File: src/rtl/mem_port_arbiter_pkg.sv
// Shared types for the fetch/data memory port arbiter.
package mem_port_arbiter_pkg;

    typedef enum logic [1:0] {
        IDLE  = 2'd0,
        ISSUE = 2'd1,
        WAIT  = 2'd2,
        RESP  = 2'd3
    } arb_state_t;

    typedef enum logic {
        OWN_I = 1'b0,
        OWN_D = 1'b1
    } arb_owner_t;

    // Width of the starvation counter; covers STARVE_MAX up to 15.
    localparam int unsigned STARVE_W = 4;

endpackage

File: src/rtl/mem_port_arbiter_pick.sv
// Combinational arbitration: data wins unless fetch has been starved
// for STARVE_MAX consecutive data grants.
module mem_arb_pick
    import mem_port_arbiter_pkg::*;
#(
    parameter int unsigned STARVE_MAX = 4
) (
    input  logic                if_req,
    input  logic                if_flush,
    input  logic                d_req,
    input  logic [STARVE_W-1:0] starve_cnt,
    output logic                grant_valid,
    output logic                owner
);

    logic starve_hit;

    assign starve_hit = if_req && (starve_cnt == STARVE_W'(STARVE_MAX));

    // Priority pick between the data and fetch requesters.
    always_comb begin
        grant_valid = 1'b0;
        owner       = OWN_I;
        if (d_req && !starve_hit) begin
            grant_valid = 1'b1;
            owner       = OWN_D;
        end else if (if_req && !if_flush) begin
            grant_valid = 1'b1;
            owner       = OWN_I;
        end
    end

endmodule

File: src/rtl/mem_port_arbiter.sv
// Shares one single-ported memory between instruction fetch and data
// load/store; one outstanding transaction, all outputs registered.
module mem_port_arbiter
    import mem_port_arbiter_pkg::*;
#(
    parameter int unsigned ADDR_W     = 32,
    parameter int unsigned DATA_W     = 32,
    parameter int unsigned STARVE_MAX = 4
) (
    input  logic                clk,
    input  logic                rst,
    input  logic                if_req,
    input  logic [ADDR_W-1:0]   if_addr,
    input  logic                if_flush,
    output logic [DATA_W-1:0]   if_rdata,
    output logic                if_ready,
    input  logic                d_req,
    input  logic                d_we,
    input  logic [ADDR_W-1:0]   d_addr,
    input  logic [DATA_W-1:0]   d_wdata,
    input  logic [DATA_W/8-1:0] d_be,
    output logic [DATA_W-1:0]   d_rdata,
    output logic                d_ready,
    output logic                mem_req,
    output logic                mem_we,
    output logic [ADDR_W-1:0]   mem_addr,
    output logic [DATA_W-1:0]   mem_wdata,
    output logic [DATA_W/8-1:0] mem_be,
    input  logic                mem_gnt,
    input  logic                mem_rvalid,
    input  logic [DATA_W-1:0]   mem_rdata,
    output logic                busy
);

    arb_state_t          state;
    arb_owner_t          owner;
    logic [STARVE_W-1:0] starve_cnt;
    logic                kill_flag;

    logic                grant_valid;
    logic                pick_owner;
    logic                fetch_flush;
    logic                kill_now;

    mem_arb_pick #(
        .STARVE_MAX (STARVE_MAX)
    ) u_pick (
        .if_req      (if_req),
        .if_flush    (if_flush),
        .d_req       (d_req),
        .starve_cnt  (starve_cnt),
        .grant_valid (grant_valid),
        .owner       (pick_owner)
    );

    assign fetch_flush = (owner == OWN_I) && if_flush;
    // A flush arriving in the same cycle as rvalid must also suppress ready.
    assign kill_now    = kill_flag || fetch_flush;

    // Transaction FSM, starvation counter and all registered outputs.
    always_ff @(posedge clk) begin
        if (rst) begin
            state      <= IDLE;
            owner      <= OWN_I;
            starve_cnt <= '0;
            kill_flag  <= 1'b0;
            if_rdata   <= '0;
            if_ready   <= 1'b0;
            d_rdata    <= '0;
            d_ready    <= 1'b0;
            mem_req    <= 1'b0;
            mem_we     <= 1'b0;
            mem_addr   <= '0;
            mem_wdata  <= '0;
            mem_be     <= '0;
            busy       <= 1'b0;
        end else begin
            if_ready <= 1'b0;
            d_ready  <= 1'b0;

            if (!if_req) begin
                starve_cnt <= '0;
            end else if (state == IDLE && grant_valid) begin
                if (pick_owner == OWN_I) begin
                    starve_cnt <= '0;
                end else if (!if_flush && starve_cnt != STARVE_W'(STARVE_MAX)) begin
                    starve_cnt <= starve_cnt + 1'b1;
                end
            end

            case (state)
                IDLE: begin
                    if (grant_valid) begin
                        owner   <= arb_owner_t'(pick_owner);
                        mem_req <= 1'b1;
                        busy    <= 1'b1;
                        state   <= ISSUE;
                        if (pick_owner == OWN_D) begin
                            mem_we    <= d_we;
                            mem_addr  <= d_addr;
                            mem_wdata <= d_wdata;
                            mem_be    <= d_be;
                        end else begin
                            mem_we    <= 1'b0;
                            mem_addr  <= if_addr;
                            mem_wdata <= '0;
                            mem_be    <= '1;
                        end
                    end
                end
                ISSUE: begin
                    if (mem_gnt) begin
                        mem_req <= 1'b0;
                        state   <= WAIT;
                        if (fetch_flush) begin
                            kill_flag <= 1'b1;
                        end
                    end else if (fetch_flush) begin
                        mem_req <= 1'b0;
                        busy    <= 1'b0;
                        state   <= IDLE;
                    end
                end
                WAIT: begin
                    if (fetch_flush) begin
                        kill_flag <= 1'b1;
                    end
                    if (mem_rvalid) begin
                        state <= RESP;
                        if (owner == OWN_D) begin
                            d_rdata <= mem_rdata;
                            d_ready <= !kill_now;
                        end else begin
                            if_rdata <= mem_rdata;
                            if_ready <= !kill_now;
                        end
                    end
                end
                RESP: begin
                    kill_flag <= 1'b0;
                    busy      <= 1'b0;
                    state     <= IDLE;
                end
                default: begin
                    state <= IDLE;
                end
            endcase
        end
    end

endmodule

File: config.mk
export PLATFORM = sky130hd
export DESIGN_NAME = mem_port_arbiter
export DESIGN_NICKNAME = d
export VERILOG_FILES = /design/src/rtl/mem_port_arbiter_pkg.sv /design/src/rtl/mem_port_arbiter_pick.sv /design/src/rtl/mem_port_arbiter.sv
export SDC_FILE = /design/constraint.sdc
export NUM_CORES = 1
export LEC_CHECK = 0
export CAP_MARGIN = 0
export CELL_PAD_IN_SITES_DETAIL_PLACEMENT = 0
export CELL_PAD_IN_SITES_GLOBAL_PLACEMENT = 1
export CORE_MARGIN = 4
export CORE_UTILIZATION = 31
export DETAILED_ROUTE_END_ITERATION = 16
export PLACE_DENSITY_LB_ADDON = 0.1
export SLEW_MARGIN = 15
export SYNTH_ARGS = -nofsm -noshare
export SYNTH_HDL_FRONTEND = slang
export SYNTH_SLANG_ARGS = --single-unit
File: constraint.sdc
create_clock -name clk -period 3.73 [get_ports clk]
set_input_delay 0.5595 -clock clk [delete_from_list [all_inputs] [get_ports clk]]
set_output_delay 0.5595 -clock clk [all_outputs]
set_load 0.03 [all_outputs]
==> impl_metrics.env <==
export IMPL_hold_class="reg2reg"
export IMPL_synthCells=656
export IMPL_avgViaCountPerCell=4.67
export IMPL_cts_resized_gates=0
export IMPL_cp_end_kind="flip-flop"
export IMPL_multi_input_area_um2=2340
export IMPL_timing_slew_headroom_pct=53.1
export IMPL_hold_violations=0
export IMPL_cts_tree="done"
export IMPL_fin_area_um2=9130
export IMPL_fin_setup_tns_ps=0
export IMPL_io_pins=277
export IMPL_finalNonFillerCells=1149
export IMPL_timing_final_ws_setup_ps=1370
export IMPL_synth_seq_cells=145
export IMPL_path_clk_slew_ps=60
export IMPL_async_flop_share_pct=0
export IMPL_p_leak_nw=3.35
export IMPL_cts_max_path_buffers=2
export IMPL_cts_setup_buffers=0
export IMPL_cts_htree_levels=4
export IMPL_dieWidth_um=143
export IMPL_die_y_um=143
export IMPL_grt_pass1_vias=5277
export IMPL_overflow=0
export IMPL_fin_worst_skew_ps=8.34
export IMPL_antennaDiodeCount=0
export IMPL_m1WireLength_mm=7.36
export IMPL_synth_edf_count=0
export IMPL_synth_seq_area_share_pct=51.4
export IMPL_drtPass1Iterations=4
export IMPL_setup_viol=0
export IMPL_root_buffer="clkbuf_16"
export IMPL_top_layer="met5"
export IMPL_syn_nets=798
export IMPL_routabilityCongestion=0.836
export IMPL_rsz0062_at_grt="false"
export IMPL_yosysWarnings=0
export IMPL_wl_mm=18.2
export IMPL_rows=49
export IMPL_insertion_delay_ps=410
export IMPL_finalCritPeriodShare_pct=63.4
export IMPL_grt_max_degree=60
export IMPL_vias=5367
export IMPL_drc_errors=0
export IMPL_fin_nets=1050
export IMPL_place_ws_ps=793
export IMPL_layout_commonest_cell="clkdlybuf4s50_1"
export IMPL_hold_buffers=0
export IMPL_fillers=1690
export IMPL_final_cell_mix="clkdlybuf4s50_1 (275), dfxtp_1 (145), nand2_1 (133)"
export IMPL_p_per_area_nw_per_um2=467
export IMPL_regArea_um2=2900
export IMPL_cp_arrival_ps=2680
export IMPL_initial_utilization_pct=31.4
export IMPL_initialDrtViolationCount=186
export IMPL_ys_types=36
export IMPL_drive_gt1_share_pct=7.83
export IMPL_cp_max_fo=25
export IMPL_syn2layout_area_growth_pct=61.7
export IMPL_cap_violations=0
export IMPL_layout_min_cycle_time_ps=2360
export IMPL_placed_area_um2=8520
export IMPL_grt_pass1_wl_mm=27.7
export IMPL_antenna_found_initial=1
export IMPL_netlist_area_um2=5650
export IMPL_die_area_um2=20400
export IMPL_synthFlopType="dfxtp_1"
export IMPL_grt_usage_pct=17.0
export IMPL_wl_met2_mm=8.66
export IMPL_core_um2=18000
export IMPL_ant_nets=0
export IMPL_post_place_cells=1118
export IMPL_avgSynthCellArea_um2=8.61
export IMPL_tightest_slew_ps=704
export IMPL_portBuffers=276
export IMPL_route_met3_wl_mm=1.86
export IMPL_max_freq_mhz=423
export IMPL_crit_type="in2reg"
export IMPL_post_dp_hpwl_mm=13.0
export IMPL_status="completed"
export IMPL_start_kind="primary input"
export IMPL_critical_path_required_ps=4040
export IMPL_slew_viol_final=0
export IMPL_avgRoutedWirePerCell_um=15.8
export IMPL_cts_made_buffers=17
export IMPL_clkSinkCount=145
export IMPL_ir_drop_mv=0.306
[sequential cells by signal, summed over array words and instances (netlist names), 4 cells and up, named ones only]
register / count
mem_addr: 32
mem_wdata: 32
if_rdata: 32
mem_be: 4
starve_cnt: 4
d_rdata: 32
[synthesized netlist by cell type (all sizes together) (3+ instances only)]
cell	number	area [um^2]
a22o	33	289
nand2	133	499
nand3	3	15.0
nor2	76	285
a21oi	71	355
nor4	3	18.8
mux2	33	372
dfxtp	145	2900
inv	42	158
a211oi	37	278
nand2b	3	18.8
clkbuf	34	128
buf	17	129
[logic make-up after synthesis]
family,Yosys count,synth area share [%]
XOR/XNOR,1,0.155
adder cells (fa/ha/maj),2,0.443
flip-flops,145,51.4
buffers and inverters,93,7.33
multiplexers,33,6.58
AO/OA/AOI/OAI,149,17.3
AND/OR/NAND/NOR,233,16.8
[power by group]
group | internal [mW] | switching [mW]
Sequential | 1.65 | 0.0552
Combinational | 0.388 | 0.432
Clock | 1.09 | 0.655
Total | 3.12 | 1.14
[routing by layer]
metal	vias to the layer above	GRT usage, %
li1	2693	-
met1	2474	19.7
met2	178	28.8
met3	20	7.03
met4	2	5.30
met5	-	0
[cell type report]
cell class / instances / area share (%)
inverters: 42 / 1.73
multi-input cells: 418 / 25.7
flip-flops and latches: 145 / 31.8
clock inverters: 12 / 1.71
clock buffers: 19 / 4.96
well taps: 229 / 3.14
repair buffers: 284 / 31.0
[worst max-delay path, stage by stage]
cell             delay [ps]
clkdlybuf4s50_1         530
nand4b_1                170
and2_1                  550
buf_12                  260
mux2_1                  370
a211oi_1                210
[per-stage QoR]
stage	power, mW	hold slack [ps]	util (%)
2_1_floorplan	2.17	426	-
3_3_place_gp	2.56	437	47.4
3_5_place_dp	2.56	440	47.4
4_1_cts	4.33	452	50.8
5_1_grt	4.46	469	50.8
6_report	4.26	448	50.8
[path summary, 6_finish.rpt]
path / from / endpoint / slack (ps) / cells past startpoint
hold / removal: mem_addr[30]$_SDFFE_PP0P_ / mem_addr[30]$_SDFFE_PP0P_ / 450 / 2
setup / recovery: if_req / mem_addr[7]$_SDFFE_PP0P_ / 1370 / 6
setup reg to reg: starve_cnt[0]$_SDFFE_PP0P_ / mem_addr[7]$_SDFFE_PP0P_ / 1430 / 7
hold reg to reg: mem_addr[30]$_SDFFE_PP0P_ / mem_addr[30]$_SDFFE_PP0P_ / 450 / 2
Power figures use the tool's default switching activity.
